==> config.mk <==
export PLATFORM = sky130hd
export DESIGN_NAME = pipeline_exec_ctrl
export DESIGN_NICKNAME = d
export VERILOG_FILES = /design/src/rtl/pipeline_exec_ctrl.sv
export SDC_FILE = /design/constraint.sdc
export NUM_CORES = 1
export LEC_CHECK = 0
export CELL_PAD_IN_SITES_DETAIL_PLACEMENT = 0
export CELL_PAD_IN_SITES_GLOBAL_PLACEMENT = 1
export CORE_ASPECT_RATIO = 1.25
export CORE_MARGIN = 2
export CORE_UTILIZATION = 30
export DETAILED_ROUTE_END_ITERATION = 12
export PLACE_DENSITY_LB_ADDON = 0.1
export SLEW_MARGIN = 20
export SYNTH_ARGS = -nofsm -noshare
export SYNTH_HDL_FRONTEND = slang
export SYNTH_SLANG_ARGS = --single-unit
==> constraint.sdc <==
create_clock -name i_clk -period 2.8 [get_ports i_clk]
set_input_delay 0.56 -clock i_clk [delete_from_list [all_inputs] [get_ports i_clk]]
set_output_delay 0.56 -clock i_clk [all_outputs]
set_load 0.01 [all_outputs]
==> src/rtl/pipeline_exec_ctrl.sv <==
// Execution sequencer for the MIPS pipeline: owns clock-enable and reset of the pipeline.
// Optional breakpoint compare is built when EXEC_CTRL_BP_EN is defined.
module pipeline_exec_ctrl #(
    parameter int NB_PC        = 32,
    parameter int NB_CYC       = 32,
    parameter int DRAIN_CYCLES = 4
) (
    input  logic              i_clk,
    input  logic              i_reset_n,
    input  logic              i_load_active,
    input  logic              i_cmd_run,
    input  logic              i_cmd_step,
    input  logic              i_cmd_stop,
    input  logic              i_halt,
    input  logic [NB_PC-1:0]  i_pc,
    input  logic [NB_PC-1:0]  i_bp_addr,
    input  logic              i_bp_valid,
    output logic              o_clk_en,
    output logic              o_pipe_reset,
    output logic              o_busy,
    output logic              o_done,
    output logic              o_bp_hit,
    output logic [2:0]        o_state,
    output logic [NB_CYC-1:0] o_cycle_count
);

    localparam int NB_DRAIN = $clog2(DRAIN_CYCLES + 1);

    typedef enum logic [2:0] {
        ST_IDLE  = 3'd0,
        ST_LOAD  = 3'd1,
        ST_RUN   = 3'd2,
        ST_STEP  = 3'd3,
        ST_DRAIN = 3'd4,
        ST_DONE  = 3'd5
    } state_t;

    state_t              state_q, state_d;
    logic [NB_DRAIN-1:0] drain_cnt_q, drain_cnt_d;
    logic                halt_seen_q, halt_seen_d;
    logic                bp_hit_q, bp_hit_d;
    logic                done_q, done_d;
    logic [NB_CYC-1:0]   cycle_count_q, cycle_count_d;
    logic                clk_en;
    logic                bp_match;

`ifdef EXEC_CTRL_BP_EN
    assign bp_match = i_bp_valid && (i_pc == i_bp_addr);
`else
    logic unused_bp;
    assign bp_match  = 1'b0;
    assign unused_bp = ^{i_bp_valid, i_bp_addr, i_pc};
`endif

    assign clk_en = (state_q == ST_RUN) || (state_q == ST_STEP) || (state_q == ST_DRAIN);

    always_comb begin
        state_d       = state_q;
        drain_cnt_d   = drain_cnt_q;
        halt_seen_d   = halt_seen_q;
        bp_hit_d      = bp_hit_q;
        cycle_count_d = cycle_count_q;

        if (clk_en && (cycle_count_q != {NB_CYC{1'b1}})) begin
            cycle_count_d = cycle_count_q + NB_CYC'(1);
        end

        if (i_load_active) begin
            state_d = ST_LOAD;
        end else begin
            case (state_q)
                ST_IDLE: begin
                    if (i_cmd_run) begin
                        state_d  = ST_RUN;
                        bp_hit_d = 1'b0;
                    end else if (i_cmd_step) begin
                        state_d  = ST_STEP;
                        bp_hit_d = 1'b0;
                    end
                end
                ST_LOAD: state_d = ST_IDLE;
                ST_RUN: begin
                    // A HALT already caught while stepping: this cycle counts toward the drain.
                    if (halt_seen_q) begin
                        drain_cnt_d = drain_cnt_q - NB_DRAIN'(1);
                        state_d     = (drain_cnt_q <= NB_DRAIN'(1)) ? ST_DONE : ST_DRAIN;
                    end else if (i_halt) begin
                        drain_cnt_d = NB_DRAIN'(DRAIN_CYCLES);
                        state_d     = ST_DRAIN;
                    end else if (bp_match) begin
                        bp_hit_d = 1'b1;
                        state_d  = ST_IDLE;
                    end else if (i_cmd_stop) begin
                        state_d = ST_IDLE;
                    end
                end
                ST_STEP: begin
                    state_d = ST_IDLE;
                    if (halt_seen_q) begin
                        drain_cnt_d = drain_cnt_q - NB_DRAIN'(1);
                        if (drain_cnt_q <= NB_DRAIN'(1)) begin
                            state_d = ST_DONE;
                        end
                    end else if (i_halt) begin
                        halt_seen_d = 1'b1;
                        drain_cnt_d = NB_DRAIN'(DRAIN_CYCLES);
                    end
                end
                ST_DRAIN: begin
                    drain_cnt_d = drain_cnt_q - NB_DRAIN'(1);
                    if (drain_cnt_q <= NB_DRAIN'(1)) begin
                        state_d = ST_DONE;
                    end
                end
                ST_DONE: state_d = ST_DONE;
                default: state_d = ST_IDLE;
            endcase
        end

        if (state_q == ST_LOAD) begin
            cycle_count_d = '0;
            halt_seen_d   = 1'b0;
            drain_cnt_d   = '0;
            bp_hit_d      = 1'b0;
        end

        done_d = (state_d == ST_DONE) && (state_q != ST_DONE);
    end

    always_ff @(posedge i_clk or negedge i_reset_n) begin
        if (!i_reset_n) begin
            state_q       <= ST_IDLE;
            drain_cnt_q   <= '0;
            halt_seen_q   <= 1'b0;
            bp_hit_q      <= 1'b0;
            done_q        <= 1'b0;
            cycle_count_q <= '0;
        end else begin
            state_q       <= state_d;
            drain_cnt_q   <= drain_cnt_d;
            halt_seen_q   <= halt_seen_d;
            bp_hit_q      <= bp_hit_d;
            done_q        <= done_d;
            cycle_count_q <= cycle_count_d;
        end
    end

    assign o_clk_en      = clk_en;
    assign o_busy        = clk_en;
    assign o_pipe_reset  = (state_q == ST_LOAD);
    assign o_done        = done_q;
    assign o_bp_hit      = bp_hit_q;
    assign o_state       = state_q;
    assign o_cycle_count = cycle_count_q;

endmodule

==> run metrics <==
Layout area overhead 25.6%; average wire per standard cell about 17 um; I/O pin total between 100 and 150; CTS root buffer clkbuf_8; WL final ~6.7 mm; f_max 390 MHz; MaxCap Viol Count 0; dominant cell type by area after synthesis dfrtp_1; sequential area share after synthesis about two fifths; leakage between 1 and 1.5 nW; DP Wirelength approximately 4.7 mm; Setup TNS 0 ns; PnR worst setup slack between 0.2 and 0.25 ns; post-cts resize count 0; number of synthesized flops with an enable pin 0; Startpoint Class flip-flop; clk_lat worst skew 0.30 ns; Inserted Diodes 0; Hold Vio Cnt, Final 0; pre-CTS WS ~0.54 ns; TritonCTS Buffers 5; async set or reset register ratio after synthesis 100%; worst path required time ~2.2 ns; first-pass GRT wire length ~11 mm; Slew Limit Fails 0; Vias between 2000 and 2500; CTS H-tree lvls 2; final setup fails 0; mapped cell area 2400 sq um; Reg clk slew, reported paths around 0.08 ns; FF+latch count, synth 40; fin crit period approximately 2.6 ns; Starting Density 30.8%; die width ~84 um; DIE HEIGHT approximately 100 um; CTS Sinks 40; worst-path cell chain or3b_2 -> inv_1 -> clkdlybuf4s50_1; Final period util between 90% and 100%; Placed Instances around 400; top_reg_cell synth dfrtp_1; Syn Area/Cell 9.17 sq um; RSZ-0062 raised after global routing false; Synth top area share between 40% and 50%; synth top area cells dfrtp_1, nand2_1, a21oi_1; Tightest Hold Check Type input pin to asynchronous set/reset pin; CP max FO 9; Final Non-Filler Cells 403; GRT Util Overall 15.4%; Longest Clk Path Bufs 2; syn_nets 337; setup bufs post-CTS 0; Core Box Area 7790 sq um; Syn. warnings 0; NumNets Final 382; Slew headroom between 60 and 70%; die area between 8000 and 9000 sq um; Mapped Cells 262; RD Place Congestion 0.758; CTS Hold Bufs 0; Clock Skew slightly above 0.007 ns; post-synth cell types 60; I/O Buffers 45; power per standard cell area around 400 nW/um^2; CTS tree built; 1st-pass router iterations 4; initial antenna violation count 0; worst path arrival time around 2.0 ns; drt via density between 5 and 6; Critical-path top delay cell clkdlybuf4s50_1; Residual DRC 0; 1st-iter DRT viols about 120; layout cell share with drive strength beyond 1 a little over 10%; Final ANT Viol Nets 0; Max VDD drop ~0.16 mV; critical path's largest stage delay between 0.5 and 0.6 ns; total grt overflow 0; vias in the first global route about 2100; largest net degree at the start of global routing 25; worst slew pin tran 0.533 ns; CP Capture Type output pin; row cnt 36; status finished, final reports clean; crit path kind flip-flop to output pin
through the flow:
| step | util [%] | total power [mW] | hold WS [ns] | instance area, sq um |
|---|---|---|---|---|
| detailed placement | 37.6 | 0.804 | 0.504 | 2930 |
| finish | 38.7 | 1.20 | 0.203 | 3020 |
| CTS | 38.7 | 1.22 | 0.218 | 3020 |
| global placement | 37.6 | 0.805 | 0.502 | 2930 |
| floorplan | - | 0.722 | 0.264 | 2400 |
| global route | 38.7 | 1.27 | 0.222 | 3020 |
cell families after synthesis:
kind of cell	synth area share, %
adder cells (fa/ha/maj)	1.56
other	0.156
buffers and inverters	5.05
multiplexers	2.50
flip-flops	41.7
AND/OR/NAND/NOR	30.9
AO/OA/AOI/OAI	17.0
XOR/XNOR	1.09
sequential cells by signal, indices dropped and copies added (netlist names):
| register | cells |
|---|---|
| halt_seen_q | 1 |
| o_cycle_count | 32 |
| drain_cnt_q | 3 |
| o_done | 1 |
| o_state | 3 |
cells in the final DEF (no fill, tap or decap), drive strengths merged, types with 3 or more instances in the layout:
| cell type | n |
|---|---|
| buf | 9 |
| nand3 | 10 |
| nand2b | 3 |
| dfrtp | 40 |
| and4 | 3 |
| o21ai | 10 |
| mux2i | 6 |
| nand4 | 10 |
| and3 | 6 |
| ha | 3 |
| a31oi | 3 |
| nor3 | 12 |
| o31ai | 9 |
| xnor2 | 3 |
| clkbuf | 8 |
| or2 | 4 |
| nor2 | 16 |
| a21oi | 21 |
| clkdlybuf4s50 | 44 |
| or3 | 6 |
| o211ai | 4 |
| or4 | 7 |
| o41ai | 3 |
| inv | 6 |
| nand2 | 34 |
per-layer routing:
layer  track usage [%]  up-vias  share of wire, %
li1                  -     1068                 -
met1              20.6     1063                47
met2              25.4       34                49
met3              2.78        6               3.0
met4              4.15        0               1.2
met5                 0        -                 0
layout make-up:
type | count | area, sq um
inverter | 6 | 22.5
tap | 95 | 119
fill | 818 | 4770
clock buffer | 8 | 90.1
timing repair buffer | 53 | 505
multi-input combinational | 201 | 1280
sequential | 40 | 1000
worst paths after layout:
| path | startpoint | end | slack (ns) | cells after the start |
|---|---|---|---|---|
| min in group i_clk | o_cycle_count[11]$_DFFE_PN0P_ | o_cycle_count[11]$_DFFE_PN0P_ | 0.52 | 1 |
| min | i_reset_n | o_cycle_count[16]$_DFFE_PN0P_ | 0.20 | 1 |
| max reg2reg | o_cycle_count[8]$_DFFE_PN0P_ | o_cycle_count[19]$_DFFE_PN0P_ | 0.54 | 6 |
| max | o_state[0]$_DFF_PN0_ | o_pipe_reset | 0.24 | 3 |
| max in group asynchronous | i_reset_n | o_cycle_count[28]$_DFFE_PN0P_ | 1.91 | 2 |
| min reg2reg | o_cycle_count[11]$_DFFE_PN0P_ | o_cycle_count[11]$_DFFE_PN0P_ | 0.52 | 1 |
cells in the mapped netlist (all sizes together) (4+ instances only):
master  number
mux2i        6
buf         12
a21oi       21
or2          4
inv          6
and3         6
nand2       34
o211ai       4
or4          7
nand4       10
nor3        12
o21ai       10
nand3       10
o31ai        9
dfrtp       40
or3          6
nor2        16
where the power goes:
| part | internal [mW] | switching, mW | leakage [nW] |
|---|---|---|---|
| Combinational | 0.0691 | 0.108 | 0.618 |
| Clock | 0.201 | 0.211 | 0.0455 |
| Sequential | 0.590 | 0.0217 | 0.554 |
| Total | 0.861 | 0.340 | 1.22 |
worst max-delay path, delay by kind of cell (launching register included):
| family | cells | cell delay [ns] |
|---|---|---|
| buf+inv | 2 | 0.66 |
| flops | 1 | 0.54 |
| simple gates | 1 | 0.51 |
Note: power is estimated with default switching activity, not from simulation.
